$ cat src/rtl/gf180_ram_64x8_arbiter_pkg.sv
// Shared widths, FSM states and small helpers for the 64x8 SRAM arbiter.
package gf180_ram_pkg;

  localparam int RAM_ADDR_W = 6;
  localparam int RAM_DATA_W = 8;
  localparam int RAM_DEPTH  = 64;

  // The macro's bit write enables are active-low.
  localparam logic [RAM_DATA_W-1:0] WEN_NONE = '1;
  localparam logic [RAM_DATA_W-1:0] WEN_ALL  = '0;

  typedef enum logic {
    ST_CLEAR,
    ST_RUN
  } ram_st_e;

  // Highest word address; the clear sweep leaves CLEAR after writing it.
  function automatic logic [RAM_ADDR_W-1:0] last_addr();
    return RAM_ADDR_W'(RAM_DEPTH - 1);
  endfunction

  // Active-high per-bit mask to the macro's active-low bit write enables.
  function automatic logic [RAM_DATA_W-1:0] mask_to_wen(input logic [RAM_DATA_W-1:0] wmask);
    return ~wmask;
  endfunction

endpackage

$ cat src/rtl/gf180_ram_64x8_arbiter_if.sv
// One requester's req/gnt access port into the SRAM arbiter.
interface gf180_ram_64x8_arbiter_if;
  import gf180_ram_pkg::*;

  logic                  req;
  logic                  we;
  logic [RAM_ADDR_W-1:0] addr;
  logic [RAM_DATA_W-1:0] wmask;
  logic [RAM_DATA_W-1:0] wdata;
  logic                  gnt;
  logic                  rvalid;
  logic [RAM_DATA_W-1:0] rdata;

  // Requester side: drives the request fields and holds them until gnt.
  modport master (
    output req,
    output we,
    output addr,
    output wmask,
    output wdata,
    input  gnt,
    input  rvalid,
    input  rdata
  );

  // Arbiter side: takes the request and answers with gnt and read data.
  modport slave (
    input  req,
    input  we,
    input  addr,
    input  wmask,
    input  wdata,
    output gnt,
    output rvalid,
    output rdata
  );

endinterface

$ cat src/rtl/gf180_ram_64x8_arbiter_rr_arb2.sv
// Two-way round-robin picker. Under contention the requester named by
// rr_ptr wins and the pointer moves to the loser; a lone requester is
// granted without disturbing the pointer.
module ram_rr_arb2 (
  input  logic clk,
  input  logic rst_n,
  input  logic en,
  input  logic req0,
  input  logic req1,
  output logic gnt0,
  output logic gnt1
);

  logic rr_ptr_q;
  logic rr_ptr_d;

  // Grant decision and next pointer, purely from requests, enable and pointer.
  always_comb begin
    gnt0     = 1'b0;
    gnt1     = 1'b0;
    rr_ptr_d = rr_ptr_q;
    if (en) begin
      if (req0 && req1) begin
        if (rr_ptr_q) begin
          gnt1     = 1'b1;
          rr_ptr_d = 1'b0;
        end else begin
          gnt0     = 1'b1;
          rr_ptr_d = 1'b1;
        end
      end else begin
        gnt0 = req0;
        gnt1 = req1;
      end
    end
  end

  // Pointer register; requester 0 has priority out of reset.
  always_ff @(posedge clk or negedge rst_n) begin
    if (!rst_n) begin
      rr_ptr_q <= 1'b0;
    end else begin
      rr_ptr_q <= rr_ptr_d;
    end
  end

endmodule

$ cat src/rtl/gf180_ram_64x8_arbiter.sv
// Round-robin arbiter and sequencer for one 64x8 gf180 SRAM macro. Owns all
// macro control pins, runs clear sweeps and returns read data one cycle
// after a read grant.
module gf180_ram_64x8_arbiter
  import gf180_ram_pkg::*;
#(
  parameter bit                    CLEAR_ON_RESET = 1'b1,
  parameter logic [RAM_DATA_W-1:0] CLEAR_VALUE    = 8'h00
) (
  input  logic                     CLK,
  input  logic                     RST_N,
  gf180_ram_64x8_arbiter_if.slave  port0,
  gf180_ram_64x8_arbiter_if.slave  port1,
  input  logic                     clr_start,
  output logic                     busy,
  output logic                     ram_cen,
  output logic                     ram_gwen,
  output logic [RAM_DATA_W-1:0]    ram_wen,
  output logic [RAM_ADDR_W-1:0]    ram_a,
  output logic [RAM_DATA_W-1:0]    ram_d,
  input  logic [RAM_DATA_W-1:0]    ram_q
);

  localparam ram_st_e RESET_ST = CLEAR_ON_RESET ? ST_CLEAR : ST_RUN;

  ram_st_e               state_q;
  ram_st_e               state_d;
  logic [RAM_ADDR_W-1:0] clr_addr_q;
  logic [RAM_ADDR_W-1:0] clr_addr_d;
  logic                  rvalid0_q;
  logic                  rvalid0_d;
  logic                  rvalid1_q;
  logic                  rvalid1_d;
  logic                  arb_en;
  logic                  gnt0;
  logic                  gnt1;

  // Fields of whichever requester holds the grant this cycle.
  logic                  sel_we;
  logic [RAM_ADDR_W-1:0] sel_addr;
  logic [RAM_DATA_W-1:0] sel_wmask;
  logic [RAM_DATA_W-1:0] sel_wdata;

  ram_rr_arb2 u_arb (
    .clk   (CLK),
    .rst_n (RST_N),
    .en    (arb_en),
    .req0  (port0.req),
    .req1  (port1.req),
    .gnt0  (gnt0),
    .gnt1  (gnt1)
  );

  // Sweep/run sequencing; a clr_start cycle in RUN is spent entering CLEAR.
  always_comb begin
    state_d    = state_q;
    clr_addr_d = clr_addr_q;
    arb_en     = 1'b0;
    case (state_q)
      ST_CLEAR: begin
        clr_addr_d = clr_addr_q + 1'b1;
        if (clr_addr_q == last_addr()) begin
          state_d    = ST_RUN;
          clr_addr_d = '0;
        end
      end
      ST_RUN: begin
        if (clr_start) begin
          state_d = ST_CLEAR;
        end else begin
          arb_en = 1'b1;
        end
      end
      default: begin
        state_d    = RESET_ST;
        clr_addr_d = '0;
      end
    endcase
  end

  // Steer the granted requester's fields toward the macro pin mux.
  always_comb begin
    sel_we    = 1'b0;
    sel_addr  = '0;
    sel_wmask = '0;
    sel_wdata = '0;
    if (gnt0) begin
      sel_we    = port0.we;
      sel_addr  = port0.addr;
      sel_wmask = port0.wmask;
      sel_wdata = port0.wdata;
    end else if (gnt1) begin
      sel_we    = port1.we;
      sel_addr  = port1.addr;
      sel_wmask = port1.wmask;
      sel_wdata = port1.wdata;
    end
  end

  // Macro pins: sweep write, granted access, or parked idle values.
  always_comb begin
    ram_cen  = 1'b1;
    ram_gwen = 1'b1;
    ram_wen  = WEN_NONE;
    ram_a    = '0;
    ram_d    = '0;
    if (state_q == ST_CLEAR) begin
      ram_cen  = 1'b0;
      ram_gwen = 1'b0;
      ram_wen  = WEN_ALL;
      ram_a    = clr_addr_q;
      ram_d    = CLEAR_VALUE;
    end else if (gnt0 || gnt1) begin
      ram_cen = 1'b0;
      ram_a   = sel_addr;
      if (sel_we) begin
        ram_gwen = 1'b0;
        ram_wen  = mask_to_wen(sel_wmask);
        ram_d    = sel_wdata;
      end
    end
  end

  // A read grant now means the macro output is valid for that requester next cycle.
  always_comb begin
    rvalid0_d = gnt0 && !port0.we;
    rvalid1_d = gnt1 && !port1.we;
  end

  // State, sweep counter and read-valid registers.
  always_ff @(posedge CLK or negedge RST_N) begin
    if (!RST_N) begin
      state_q    <= RESET_ST;
      clr_addr_q <= '0;
      rvalid0_q  <= 1'b0;
      rvalid1_q  <= 1'b0;
    end else begin
      state_q    <= state_d;
      clr_addr_q <= clr_addr_d;
      rvalid0_q  <= rvalid0_d;
      rvalid1_q  <= rvalid1_d;
    end
  end

  assign busy         = (state_q == ST_CLEAR);
  assign port0.gnt    = gnt0;
  assign port1.gnt    = gnt1;
  assign port0.rvalid = rvalid0_q;
  assign port1.rvalid = rvalid1_q;
  assign port0.rdata  = ram_q;
  assign port1.rdata  = ram_q;

endmodule

$ cat src/flat_wrapper.sv
// flat-port wrapper written by rule: the top's interface ports become plain ports
module gf180_ram_64x8_arbiter_flat import gf180_ram_pkg::*;
#(
  parameter bit                    CLEAR_ON_RESET = 1'b1,
  parameter logic [RAM_DATA_W-1:0] CLEAR_VALUE    = 8'h00
)
  (CLK, RST_N, clr_start, busy, ram_cen, ram_gwen, ram_wen, ram_a, ram_d, ram_q, port0_req, port0_we, port0_addr, port0_wmask, port0_wdata, port0_gnt, port0_rvalid, port0_rdata, port1_req, port1_we, port1_addr, port1_wmask, port1_wdata, port1_gnt, port1_rvalid, port1_rdata);
  gf180_ram_64x8_arbiter_if port0_i ();
  gf180_ram_64x8_arbiter_if port1_i ();
  input  logic CLK;
  input  logic RST_N;
  input  logic clr_start;
  output logic busy;
  output logic ram_cen;
  output logic ram_gwen;
  output logic [RAM_DATA_W-1:0] ram_wen;
  output logic [RAM_ADDR_W-1:0] ram_a;
  output logic [RAM_DATA_W-1:0] ram_d;
  input  logic [RAM_DATA_W-1:0] ram_q;
  input wire logic [$bits(port0_i.req)-1:0] port0_req;
  input wire logic [$bits(port0_i.we)-1:0] port0_we;
  input wire logic [$bits(port0_i.addr)-1:0] port0_addr;
  input wire logic [$bits(port0_i.wmask)-1:0] port0_wmask;
  input wire logic [$bits(port0_i.wdata)-1:0] port0_wdata;
  output wire logic [$bits(port0_i.gnt)-1:0] port0_gnt;
  output wire logic [$bits(port0_i.rvalid)-1:0] port0_rvalid;
  output wire logic [$bits(port0_i.rdata)-1:0] port0_rdata;
  input wire logic [$bits(port1_i.req)-1:0] port1_req;
  input wire logic [$bits(port1_i.we)-1:0] port1_we;
  input wire logic [$bits(port1_i.addr)-1:0] port1_addr;
  input wire logic [$bits(port1_i.wmask)-1:0] port1_wmask;
  input wire logic [$bits(port1_i.wdata)-1:0] port1_wdata;
  output wire logic [$bits(port1_i.gnt)-1:0] port1_gnt;
  output wire logic [$bits(port1_i.rvalid)-1:0] port1_rvalid;
  output wire logic [$bits(port1_i.rdata)-1:0] port1_rdata;
  assign port0_i.req = port0_req;
  assign port0_i.we = port0_we;
  assign port0_i.addr = port0_addr;
  assign port0_i.wmask = port0_wmask;
  assign port0_i.wdata = port0_wdata;
  assign port0_gnt = port0_i.gnt;
  assign port0_rvalid = port0_i.rvalid;
  assign port0_rdata = port0_i.rdata;
  assign port1_i.req = port1_req;
  assign port1_i.we = port1_we;
  assign port1_i.addr = port1_addr;
  assign port1_i.wmask = port1_wmask;
  assign port1_i.wdata = port1_wdata;
  assign port1_gnt = port1_i.gnt;
  assign port1_rvalid = port1_i.rvalid;
  assign port1_rdata = port1_i.rdata;
  gf180_ram_64x8_arbiter #(.CLEAR_ON_RESET(CLEAR_ON_RESET), .CLEAR_VALUE(CLEAR_VALUE)) u_core (.CLK(CLK), .RST_N(RST_N), .port0(port0_i), .port1(port1_i), .clr_start(clr_start), .busy(busy), .ram_cen(ram_cen), .ram_gwen(ram_gwen), .ram_wen(ram_wen), .ram_a(ram_a), .ram_d(ram_d), .ram_q(ram_q));
endmodule
$ cat config.mk
export PLATFORM = sky130hd
export DESIGN_NAME = gf180_ram_64x8_arbiter_flat
export DESIGN_NICKNAME = d
export VERILOG_FILES = /design/src/rtl/gf180_ram_64x8_arbiter_pkg.sv /design/src/rtl/gf180_ram_64x8_arbiter_if.sv /design/src/rtl/gf180_ram_64x8_arbiter_rr_arb2.sv /design/src/rtl/gf180_ram_64x8_arbiter.sv /design/src/flat_wrapper.sv
export SDC_FILE = /design/constraint.sdc
export NUM_CORES = 1
export LEC_CHECK = 0
export ABC_CLOCK_PERIOD_IN_PS = 1700
export CORE_MARGIN = 5
export CORE_UTILIZATION = 50
export CTS_CLUSTER_DIAMETER = 30
export DETAILED_ROUTE_END_ITERATION = 10
export DONT_BUFFER_PORTS = 1
export PLACE_DENSITY = 0.64
export SETUP_SLACK_MARGIN = 0.5
export SYNTH_ARGS = -nofsm -noshare
export SYNTH_HDL_FRONTEND = slang
export SYNTH_SLANG_ARGS = --single-unit
$ cat constraint.sdc
create_clock -name CLK -period 1.7 [get_ports CLK]
set_input_delay 0.34 -clock CLK [delete_from_list [all_inputs] [get_ports CLK]]
set_output_delay 0.34 -clock CLK [all_outputs]
set_load 0.02 [all_outputs]
==> impl_results.md, run 1 <==
- Longest Clk Path Bufs: 2
- Library cell with the largest summed area after synthesis: sky130_fd_sc_hd__dfrtp_1
- Number of enable flip-flop cells after synthesis: 0
- Ranking of synthesized cells by area: sky130_fd_sc_hd__dfrtp_1, sky130_fd_sc_hd__buf_4, sky130_fd_sc_hd__a22oi_1
- Final number of hold-violating endpoints: 0
- Pin count of the biggest net entering global routing: 18
- Slew Viols, Final: 0
- Fin nets: 184
- Type of origin of the critical path: register
- Async set or reset register ratio after synthesis: 100%
- Crit path setup slack, layout: -0.179 ns
- Fmax: 532 MHz
- Post-Route WL: 3240 um
- Power density normalized to cell area: 359 nW/um^2
- Violations in the final reports: negative setup slack
- Leakage component of the power: 0.509 nW
- Fraction of post-synthesis cell area in the top cell type by area: 24.2%
- Worst setup path endpoint: ram_wen[2]
- Core Footprint: 1960 sq um
- Initial antenna violation count: 0
- Flop and latch count out of synthesis: 10
- Remaining global-route overflow: 0
- Setup clock skew after layout: 0.00319 ns
- Sequential element share of the synthesized area: 24.2%
- Remaining design rule violation count: 0
- Depth of the worst register-to-register path: 4
- Number of placement rows: 16
- Buffer type at the clock tree root: sky130_fd_sc_hd__clkbuf_4
- Max FO, Critical Path: 8
- Final instance area: 1430 sq um
- Worst R2R Start: u_core.clr_addr_q[2]
- Global-route usage over all layers: 17.4%
- Clock sink total: 10
- Total number of yosys warnings: 0
- Relative slew margins: 69.8%
- Tightest hold margin: 0.137 ns
- Post-synthesis average cell area: 8.56 sq um
- Die Wd: 55.5 um
- Vias in the first global route: 918
- Die area: 3080 sq um
- DRT Pass-1 Iters: 4
- TritonCTS clock tree: built
- Via total after detailed routing: 952
- Fraction of final layout cells with drive strength greater than 1: 66.7%
- Max-Cap Viols: 0
- Run status: finished, violations left
- Clock latency on the worst-skew pair: 0.26 ns
- Number of input and output port buffers inserted: 0
- Most common flop cell mapped by yosys: sky130_fd_sc_hd__dfrtp_1
- Crit path arrival time: 1.54 ns
- Number of nets with antenna violations after detailed routing: 0
- Average via count per standard cell: 6.35
- Share of the clock period used by the worst path: 111%
- Cell Area, Synth: 1040 sq um
- Critical path data required time: 1.36 ns
- Crit Path Class: register to primary output
- Starting utilization of the core area: 52.8%
- Die Y: 55.5 um
- Critical path launch point: u_core.state_q
- Number of top-level design ports: 104
- Mapped Cells: 121
- Reg-to-reg endpoint: u_core.clr_addr_q[3]
- Growth of design area from synthesis to finish: 38.0%
- Time the final worst path needs with I/O delays and setup: 1.88 ns
- Slew @ Worst Pin: 0.452 ns
- Worst vdd ir: 514 uV
- Count of antenna diodes in the layout: 0
- Pre-CTS worst setup slack: -0.0491 ns
- WL per Instance: 21.6 um
- Count of routing violations after the opening detailed-route iteration: 27
- Worst-path clk slew: 0.07 ns
- Post-Synthesis Net Count: 181
- Number of buffers added by the clock tree synthesis step: 3
- Total number of H-tree levels: 1
- Setup repair after global routing missed its margin: yes
- Final weighted congestion of routability-driven global placement: 0.821
- WHS Path Cells: 1
- Commonest cells in the netlist: sky130_fd_sc_hd__buf_4, sky130_fd_sc_hd__nor2_1, sky130_fd_sc_hd__a22oi_1
- Number of failing setup endpoints in the final timing report: 23
- Wire length of the first global-routing pass: 4490 um
- Min-Delay Path Class: primary input to register
- Final sum of negative setup slack: -3.40 ns
- Endpoint kind of the worst setup timing path: primary output
- Number of library cell types mapped by synthesis: 37
- Cell Area, Placed: 1070 sq um
- Half-perimeter wire length after detailed placement: 2160 um
- Most numerous cell in the Yosys netlist: sky130_fd_sc_hd__buf_4
- Minimum setup slack among reg-to-reg paths: 0.49 ns
[flip-flops by register name, indices dropped and copies added, names as in the netlist]
signal and cells:
u_core.port1.rvalid 1, u_core.clr_addr_q 6, u_core.u_arb.rr_ptr_q 1, u_core.state_q 1, u_core.port0.rvalid 1
[kinds of logic after synthesis]
logic type | share of synthesized area [%]
compound gates | 29.7
xor+xnor | 4.23
fa+ha+maj | 1.21
buf+inv | 20.0
flops | 24.2
mux | 6.88
simple gates | 13.8
[where the power goes]
group | total (mW) | internal [mW] | switching [mW]
Clock | 0.212 | 0.130 | 0.0821
Combinational | 0.0637 | 0.0336 | 0.0301
Sequential | 0.238 | 0.238 | 0
Total | 0.514 | 0.401 | 0.112
[layout by cell type, fill, tap and decap left out, types with 2 or more instances in the layout]
cell type	instances
sky130_fd_sc_hd__buf_4	15
sky130_fd_sc_hd__a22oi_2	12
sky130_fd_sc_hd__o21a_4	9
sky130_fd_sc_hd__nor2_2	8
sky130_fd_sc_hd__dfrtp_1	8
sky130_fd_sc_hd__a22oi_1	4
sky130_fd_sc_hd__nor2_1	4
sky130_fd_sc_hd__xnor2_1	4
sky130_fd_sc_hd__nor2_4	3
sky130_fd_sc_hd__inv_1	3
sky130_fd_sc_hd__mux2i_1	3
sky130_fd_sc_hd__clkbuf_4	3
sky130_fd_sc_hd__buf_6	3
sky130_fd_sc_hd__inv_2	2
sky130_fd_sc_hd__a21o_1	2
sky130_fd_sc_hd__o22ai_1	2
sky130_fd_sc_hd__mux2i_4	2
sky130_fd_sc_hd__nand3_1	2
sky130_fd_sc_hd__buf_12	2
sky130_fd_sc_hd__dfrtp_2	2
[final cells by class]
type	instances	area (sq um)
multi-input combinational	81	860
tap	27	33.8
inverter	6	26.3
fill	140	532
timing repair buffer	22	221
sequential	10	253
clock buffer	4	36.3
[routing by layer]
layer	vias to the layer above	track usage (%)	wire length, um
li1	423	-	-
met1	458	16.5	1040
met2	58	32.3	1820
met3	13	8.16	328
met4	0	6.25	47
met5	-	0	0
[worst min path at each step]
| stage | endpoint | start | slack [ns] |
|---|---|---|---|
| after floorplan | u_core.clr_addr_q[0] | RST_N | 0.04 |
| after global placement | u_core.clr_addr_q[0] | RST_N | 0.04 |
| after detailed placement | u_core.clr_addr_q[2] | RST_N | 0.04 |
| after CTS | u_core.port0.rvalid | port0_we | 0.13 |
| after global routing | u_core.port0.rvalid | port0_we | 0.13 |
| final | u_core.port0.rvalid | port0_we | 0.14 |
[metrics by stage]
stage               util (%)  instances  power, mW
floorplan                  -        121      0.334
global placement        54.7        136      0.280
detailed placement      54.7        136      0.281
CTS                     63.5        146      0.509
global route            72.9        150      0.537
finish                  72.9        150      0.514
[worst max-delay path, cell delays in order, from the launching register on]
cell                       delay (ns)
sky130_fd_sc_hd__dfrtp_1         0.38
sky130_fd_sc_hd__and2b_2         0.20
sky130_fd_sc_hd__o2111a_2        0.16
sky130_fd_sc_hd__buf_12          0.15
sky130_fd_sc_hd__a22oi_2         0.20
sky130_fd_sc_hd__o21a_4          0.18
[repair_timing]
item | in CTS | in global routing
setup endpoints to repair | 32 | 32
resized for setup | 17 | 26
pin swaps | 4 | 10
setup buffers | 5 | 3
gates cloned | 0 | 1
endpoints found under the hold margin | 10 | 0
hold buffers | 1 | 0
(Power assumes the default switching activity.)
==> inputs of run 2 (changes only) <==
--- a/config.mk
+++ b/config.mk
@@ -9,6 +9,7 @@
 export CORE_MARGIN = 5
 export CORE_UTILIZATION = 50
 export CTS_CLUSTER_DIAMETER = 30
+export CTS_CLUSTER_SIZE = 40
 export DETAILED_ROUTE_END_ITERATION = 10
 export DONT_BUFFER_PORTS = 1
 export PLACE_DENSITY = 0.64
==> results of run 2 <==
The final DEF is identical to that of run 1; final timing and power are the same.
